===== config.mk =====
export PLATFORM = sky130hd
export DESIGN_NAME = seven_seg_scan_reader
export DESIGN_NICKNAME = d
export VERILOG_FILES = /design/src/rtl/seven_seg_scan_reader_pkg.sv /design/src/rtl/seven_seg_scan_reader_seg7_to_bcd.sv /design/src/rtl/seven_seg_scan_reader.sv
export SDC_FILE = /design/constraint.sdc
export NUM_CORES = 1
export LEC_CHECK = 0
export ABC_AREA = 1
export CORE_ASPECT_RATIO = 0.5
export CORE_UTILIZATION = 64
export CTS_CLUSTER_SIZE = 14
export DETAILED_ROUTE_END_ITERATION = 8
export MAX_ROUTING_LAYER = met4
export PLACE_DENSITY = 0.86
export SETUP_SLACK_MARGIN = 0.4
export SLEW_MARGIN = 40
export SYNTH_ARGS = -nofsm -noshare
export SYNTH_HDL_FRONTEND = slang
export SYNTH_SLANG_ARGS = --single-unit

===== constraint.sdc =====
create_clock -name clk -period 15.5 [get_ports clk]
set_clock_uncertainty 0.2 [all_clocks]
set_input_delay 1.55 -clock clk [delete_from_list [all_inputs] [get_ports clk]]
set_output_delay 1.55 -clock clk [all_outputs]
set_load 0.02 [all_outputs]

===== src/rtl/seven_seg_scan_reader_pkg.sv =====
// Shared constants for the 7-segment scan reader: glyph table (bit0=a .. bit6=g,
// active-high), special digit codes and the stability FSM states.
package seven_seg_scan_reader_pkg;

  localparam logic [6:0] GLYPH_0 = 7'h3F;
  localparam logic [6:0] GLYPH_1 = 7'h06;
  localparam logic [6:0] GLYPH_2 = 7'h5B;
  localparam logic [6:0] GLYPH_3 = 7'h4F;
  localparam logic [6:0] GLYPH_4 = 7'h66;
  localparam logic [6:0] GLYPH_5 = 7'h6D;
  localparam logic [6:0] GLYPH_6 = 7'h7D;
  localparam logic [6:0] GLYPH_7 = 7'h07;
  localparam logic [6:0] GLYPH_8 = 7'h7F;
  localparam logic [6:0] GLYPH_9 = 7'h6F;
  localparam logic [6:0] GLYPH_BLANK = 7'h00;

  localparam logic [3:0] BLANK_CODE = 4'hF;
  localparam logic [3:0] BAD_CODE   = 4'hE;

  typedef enum logic [1:0] {
    ST_WAIT_SEL,
    ST_SETTLING,
    ST_HELD
  } state_e;

endpackage


===== src/rtl/seven_seg_scan_reader_seg7_to_bcd.sv =====
// Combinational inverse of the BCD-to-7seg table: pattern -> code plus legal flag.
// Blank is legal (code F); every unlisted pattern is illegal (code E).
module seg7_to_bcd
  import seven_seg_scan_reader_pkg::*;
(
  input  logic [6:0] pattern_i,
  output logic [3:0] code_o,
  output logic       legal_o
);

  always_comb begin
    code_o  = BAD_CODE;
    legal_o = 1'b1;
    case (pattern_i)
      GLYPH_0:     code_o = 4'd0;
      GLYPH_1:     code_o = 4'd1;
      GLYPH_2:     code_o = 4'd2;
      GLYPH_3:     code_o = 4'd3;
      GLYPH_4:     code_o = 4'd4;
      GLYPH_5:     code_o = 4'd5;
      GLYPH_6:     code_o = 4'd6;
      GLYPH_7:     code_o = 4'd7;
      GLYPH_8:     code_o = 4'd8;
      GLYPH_9:     code_o = 4'd9;
      GLYPH_BLANK: code_o = BLANK_CODE;
      default:     legal_o = 1'b0;
    endcase
  end

endmodule


===== src/rtl/seven_seg_scan_reader.sv =====
// Receive-side reader for the multiplexed 4-digit 7-segment bus: filters each
// scanned digit for stability, decodes it, and assembles MM:SS frames.
module seven_seg_scan_reader
  import seven_seg_scan_reader_pkg::*;
#(
  parameter int unsigned SETTLE_CYCLES  = 4,
  parameter bit          SEG_ACTIVE_LOW = 1'b1,
  parameter bit          DIG_ACTIVE_LOW = 1'b1,
  parameter int unsigned FRAME_TIMEOUT  = 65536
) (
  input  logic        clk,
  input  logic        rst_n,
  input  logic [6:0]  seg_i,
  input  logic [3:0]  dig_i,
  output logic [15:0] digits_o,
  output logic [12:0] seconds_o,
  output logic        frame_valid_o,
  output logic        bad_glyph_o,
  output logic        multi_sel_o,
  output logic        stale_o
);

  localparam int unsigned CW = $clog2(SETTLE_CYCLES + 1);
  localparam int unsigned TW = $clog2(FRAME_TIMEOUT + 1);
  localparam logic [6:0]  SEG_IDLE = SEG_ACTIVE_LOW ? 7'h7F : 7'h00;
  localparam logic [3:0]  DIG_IDLE = DIG_ACTIVE_LOW ? 4'hF : 4'h0;

  logic [6:0]    seg_q, pat_n, pat_q, pat_d;
  logic [3:0]    dig_q, en_n;
  logic          sel_valid, multi_now, same, load, capture, frame_done;
  logic [1:0]    idx_now, idx_q, idx_d;
  logic [CW-1:0] cnt_q, cnt_d;
  state_e        state_q, state_d;
  logic [3:0]    code;
  logic          legal;
  logic [15:0]   shadow_q, shadow_d, digits_q;
  logic [3:0]    seen_q, seen_d;
  logic [12:0]   seconds_q, mins, total;
  logic          all_bcd, frame_q, bad_q, multi_q, multi_prev_q, stale_q;
  logic [TW-1:0] tcnt_q, tcnt_d;

  assign pat_n     = SEG_ACTIVE_LOW ? ~seg_q : seg_q;
  assign en_n      = DIG_ACTIVE_LOW ? ~dig_q : dig_q;
  assign sel_valid = $onehot(en_n);
  assign multi_now = $countones(en_n) > 1;
  assign same      = (idx_now == idx_q) && (pat_n == pat_q);

  always_comb begin
    idx_now = '0;
    for (int unsigned i = 0; i < 4; i++) begin
      if (en_n[i]) idx_now = i[1:0];
    end
  end

  seg7_to_bcd u_dec (
    .pattern_i (pat_n),
    .code_o    (code),
    .legal_o   (legal)
  );

  always_comb begin
    state_d = state_q;
    idx_d   = idx_q;
    pat_d   = pat_q;
    cnt_d   = cnt_q;
    capture = 1'b0;
    load    = 1'b0;
    unique case (state_q)
      ST_WAIT_SEL: load = sel_valid;
      ST_SETTLING: begin
        if (!sel_valid) state_d = ST_WAIT_SEL;
        else if (!same) load = 1'b1;
        else begin
          cnt_d = cnt_q + 1'b1;
          if (cnt_q == CW'(SETTLE_CYCLES - 1)) begin
            capture = 1'b1;
            state_d = ST_HELD;
          end
        end
      end
      ST_HELD: begin
        if (!sel_valid) state_d = ST_WAIT_SEL;
        else if (!same) load = 1'b1;
      end
      default: state_d = ST_WAIT_SEL;
    endcase
    // A fresh selection counts as the first stable sample; with SETTLE_CYCLES==1 it is already enough.
    if (load) begin
      idx_d = idx_now;
      pat_d = pat_n;
      cnt_d = CW'(1);
      if (SETTLE_CYCLES == 1) begin
        capture = 1'b1;
        state_d = ST_HELD;
      end else begin
        state_d = ST_SETTLING;
      end
    end
  end

  always_comb begin
    shadow_d   = shadow_q;
    seen_d     = seen_q;
    frame_done = 1'b0;
    if (capture) begin
      shadow_d[{idx_now, 2'b00} +: 4] = code;
      seen_d[idx_now] = 1'b1;
      frame_done      = (seen_d == 4'hF);
      if (frame_done) seen_d = '0;
    end
    all_bcd = (shadow_d[15:12] < 4'd10) && (shadow_d[11:8] < 4'd10) &&
              (shadow_d[7:4] < 4'd10) && (shadow_d[3:0] < 4'd10);
    mins  = 13'(shadow_d[15:12]) * 13'd10 + 13'(shadow_d[11:8]);
    total = (mins << 6) - (mins << 2) + 13'(shadow_d[7:4]) * 13'd10 + 13'(shadow_d[3:0]);
    // Frame completion takes priority over timeout expiry.
    if (frame_done) tcnt_d = '0;
    else if (tcnt_q != TW'(FRAME_TIMEOUT)) tcnt_d = tcnt_q + 1'b1;
    else tcnt_d = tcnt_q;
  end

  always_ff @(posedge clk or negedge rst_n) begin
    if (!rst_n) begin
      seg_q        <= SEG_IDLE;
      dig_q        <= DIG_IDLE;
      state_q      <= ST_WAIT_SEL;
      idx_q        <= '0;
      pat_q        <= '0;
      cnt_q        <= '0;
      shadow_q     <= '1;
      seen_q       <= '0;
      digits_q     <= '1;
      seconds_q    <= '0;
      frame_q      <= 1'b0;
      bad_q        <= 1'b0;
      multi_q      <= 1'b0;
      multi_prev_q <= 1'b0;
      tcnt_q       <= '0;
      stale_q      <= 1'b0;
    end else begin
      seg_q        <= seg_i;
      dig_q        <= dig_i;
      state_q      <= state_d;
      idx_q        <= idx_d;
      pat_q        <= pat_d;
      cnt_q        <= cnt_d;
      shadow_q     <= shadow_d;
      seen_q       <= seen_d;
      frame_q      <= frame_done;
      bad_q        <= capture && !legal;
      multi_q      <= multi_now && !multi_prev_q;
      multi_prev_q <= multi_now;
      tcnt_q       <= tcnt_d;
      stale_q      <= (tcnt_d == TW'(FRAME_TIMEOUT));
      if (frame_done) begin
        digits_q <= shadow_d;
        if (all_bcd) seconds_q <= total;
      end
    end
  end

  assign digits_o      = digits_q;
  assign seconds_o     = seconds_q;
  assign frame_valid_o = frame_q;
  assign bad_glyph_o   = bad_q;
  assign multi_sel_o   = multi_q;
  assign stale_o       = stale_q;

endmodule


==> summary.md <==
| Metric | Value |
|---|---|
| Worst VDD drop | 61.5 uV |
| CP Capture Type | flip-flop |
| DR WL/cell | 15.3 um |
| Buffers on Ports | 45 |
| Global route overflow | 0 |
| Vias | 5138 |
| Num rows | 24 |
| Routed Antenna Nets | 0 |
| Status | completed |
| All-Layer GR Usage | 0.325 |
| Crit. Startpoint | dig_q[3]$_DFF_PN1_ |
| Yosys warning total | 0 |
| Pwr/cell area | 91.3 nW/um^2 |
| Crit path time final | 6.72 ns |
| Critical Path Start Type | flip-flop |
| Maxcap violations | 0 |
| Clock Path Buffers | 2 |
| # clock sinks | 96 |
| Slew HR | 0.496 |
| Post-synth ARST share | 1.00 |
| Fin nets | 870 |
| Initial antenna violation count | 0 |
| Max Clock Freq | 149 MHz |
| Hold Buf Count CTS | 0 |
| DR pass1 iterations | 5 |
| Post-cts gate resize count | 0 |
| CTS tree | yes |
| CP max FO | 7 |
| Synthesized area | 6030 sq um |
| Yosys reg bits | 96 |
| Starting Density | 0.676 |
| Diode count | 0 |
| CP Class | reg -> reg |
| CTS Buf Count | 9 |
| Worst slack at placement | 9.01 ns |
| Slowest Stage Delay on Critical Path | 0.61 ns |
| Final worst-path cycle share | 0.433 |
| Setup TNS | 0 ns |
| Number of synthesized flops with an enable pin | 0 |
| Final setup viols | 0 |
| Slew Viols, Final | 0 |
| Die Y-Extent | 70.7 um |
| Min-delay src | multi_prev_q$_DFF_PN0_ |
| GPL Wtd Cong | 0.969 |
| Min-Delay Path Class | reg -> reg |
| First-pass GRT wire length | 24.2 mm |
| Unique masters post-synth | 41 |
| Die X-Extent | 139 um |
| Core box area | 8920 sq um |
| Worst setup margin | 8.78 ns |
| H-tree depth | 3 |
| Post-synth net total | 824 |
| Top_reg_cell synth | dfrtp_1 |
| DIE AREA | 9840 sq um |
| CP most frequent cell | inv_1 |
| Layout Area Growth over Synthesis | 14.8% |
| CTS root buf | clkbuf_16 |
| Post-synthesis sequential area ratio | 0.407 |
| Seq. cell area | 2460 sq um |
| Vias in the first global route | 5211 |
| Crit path max-delay cell type | dfstp_2 |
| Dpl hpwl | 10.5 mm |
| RSZ-0062 raised after global routing | false |
| Area of the multi-input gates | 2970 sq um |
| Critical Path RT | 15.54 ns |
| Final Hold Viols | 0 |
| Clock-pin transition on the worst setup and hold timing paths | 0.07 ns |
| Filler cells | 643 |
| Largest net degree at the start of global routing | 56 |
| Post-CTS setup buffer count | 0 |
| Final WL | 14.3 mm |
| Static Leakage | 0.00357 uW |
| Worst-margin pin slew | 0.753 ns |
| Cells after Synth | 764 |
| # IOs | 46 |
| Avg Synthesized Cell Area | 7.90 sq um |
| Number of remaining DRC errors | 0 |
| CP arrival | 6.76 ns |
| Vias per inst | 5.51 |
| FF-to-FF Start | dig_q[3]$_DFF_PN1_ |
| Skew-Pair Late Insertion Delay | 0.35 ns |
| DRT iter0 DRCs | 439 |
| Layout cells sized above 1 | 0.148 |
-- kinds of logic after synthesis --
group | after synthesis | share of synthesized area
xor+xnor | 22 | 0.0319
simple gates | 348 | 0.256
fa+ha+maj | 47 | 0.109
compound gates | 93 | 0.0919
buf+inv | 157 | 0.102
flops | 96 | 0.407
mux | 1 | 0.00187
-- final timing paths --
kind,endpoint,slack (ns),depth (start not counted)
worst max-delay path,seconds_o[10]$_DFFE_PN0P_,8.78,28
max in group asynchronous,seen_q[0]$_DFFE_PN0P_,13.03,2
worst max register to register,seconds_o[10]$_DFFE_PN0P_,8.78,28
worst min-delay path,multi_sel_o$_DFF_PN0_,0.22,1
worst min register to register,multi_sel_o$_DFF_PN0_,0.22,1
min in group asynchronous,seconds_o[9]$_DFFE_PN0P_,0.97,1
-- registers in the layout, summed over array words and instances (netlist names) --
signal and count:
multi_prev_q 1, seconds_o 13, state_q 2, pat_q 7, dig_q 4, frame_valid_o 1, seg_q 7, multi_sel_o 1
cnt_q 3, shadow_q 16, digits_o 16, seen_q 4, idx_q 2, stale_o 1, tcnt_q 17, bad_glyph_o 1
-- layer usage --
layer,routed length (um),track usage,up-vias,part of all wire
met5,0,-,-,0
met4,261,0.101,0,0.018
met3,742,0.0704,25,0.052
met2,6870,0.537,147,0.48
met1,6410,0.403,2469,0.45
li1,-,-,2497,-
-- cells in the final DEF, fill, tap and decap left out, types with 24 or more instances in the layout --
master | netlist | routed
clkdlybuf4s50_1 | 0 | 44
ha_1 | 38 | 38
inv_1 | 132 | 132
o21ai_0 | 34 | 34
nand2_1 | 174 | 174
dfrtp_1 | 53 | 53
dfstp_2 | 43 | 43
nor2_1 | 61 | 61
a21oi_1 | 24 | 24
nand3_1 | 56 | 56
-- synthesized netlist by cell type, drive strengths merged, types with 2 or more instances --
cell,count,area [sq um]
xnor2,4,35.0
xor2,18,158
fa,9,180
dfstp,43,1130
nand3,58,300
o21ai,57,345
o21a,4,30.0
nand2,190,758
nand3b,2,15.0
nand4,12,75.1
or2,4,25.0
nor2,66,265
a21oi,24,120
nor3,12,82.6
inv,145,544
buf,6,50.1
clkbuf,5,18.8
dfrtp,53,1330
o31ai,2,15.0
ha,38,475
o211ai,2,15.0
-- report_power, final --
| part | total, uW | switching, uW | internal (uW) |
|---|---|---|---|
| sequential | 283 | 14.2 | 269 |
| combinational | 86.2 | 56.6 | 29.6 |
| clock | 264 | 101 | 163 |
-- stage by stage --
stage	std cells	power, uW	util	hold WS [ns]	cell area [sq um]
6_report	932	632	0.777	0.217	6930
4_1_cts	932	635	0.776	0.221	6920
3_5_place_dp	916	371	0.736	0.211	6570
3_3_place_gp	916	367	0.736	0.202	6570
5_1_grt	932	657	0.777	0.226	6930
2_1_floorplan	764	344	-	0.186	6030
-- layout make-up --
cell class                 instances  area share
tap                              117      0.0211
timing repair buffer              46      0.0658
multi-input combinational        511       0.428
sequential                        96       0.355
inverter                         146      0.0791
clock buffer                      10      0.0345
clock inverter                     6      0.0166
-- critical path, delay by kind of cell, from the launching register on --
family / cells / cell delay [ns]
AO/OA/AOI/OAI: 4 / 0.84
XOR/XNOR: 2 / 0.48
adder cells (fa/ha/maj): 8 / 2.75
buffers and inverters: 7 / 0.68
flip-flops: 1 / 0.61
AND/OR/NAND/NOR: 7 / 1.04
Note: power is estimated with default switching activity, not from simulation.
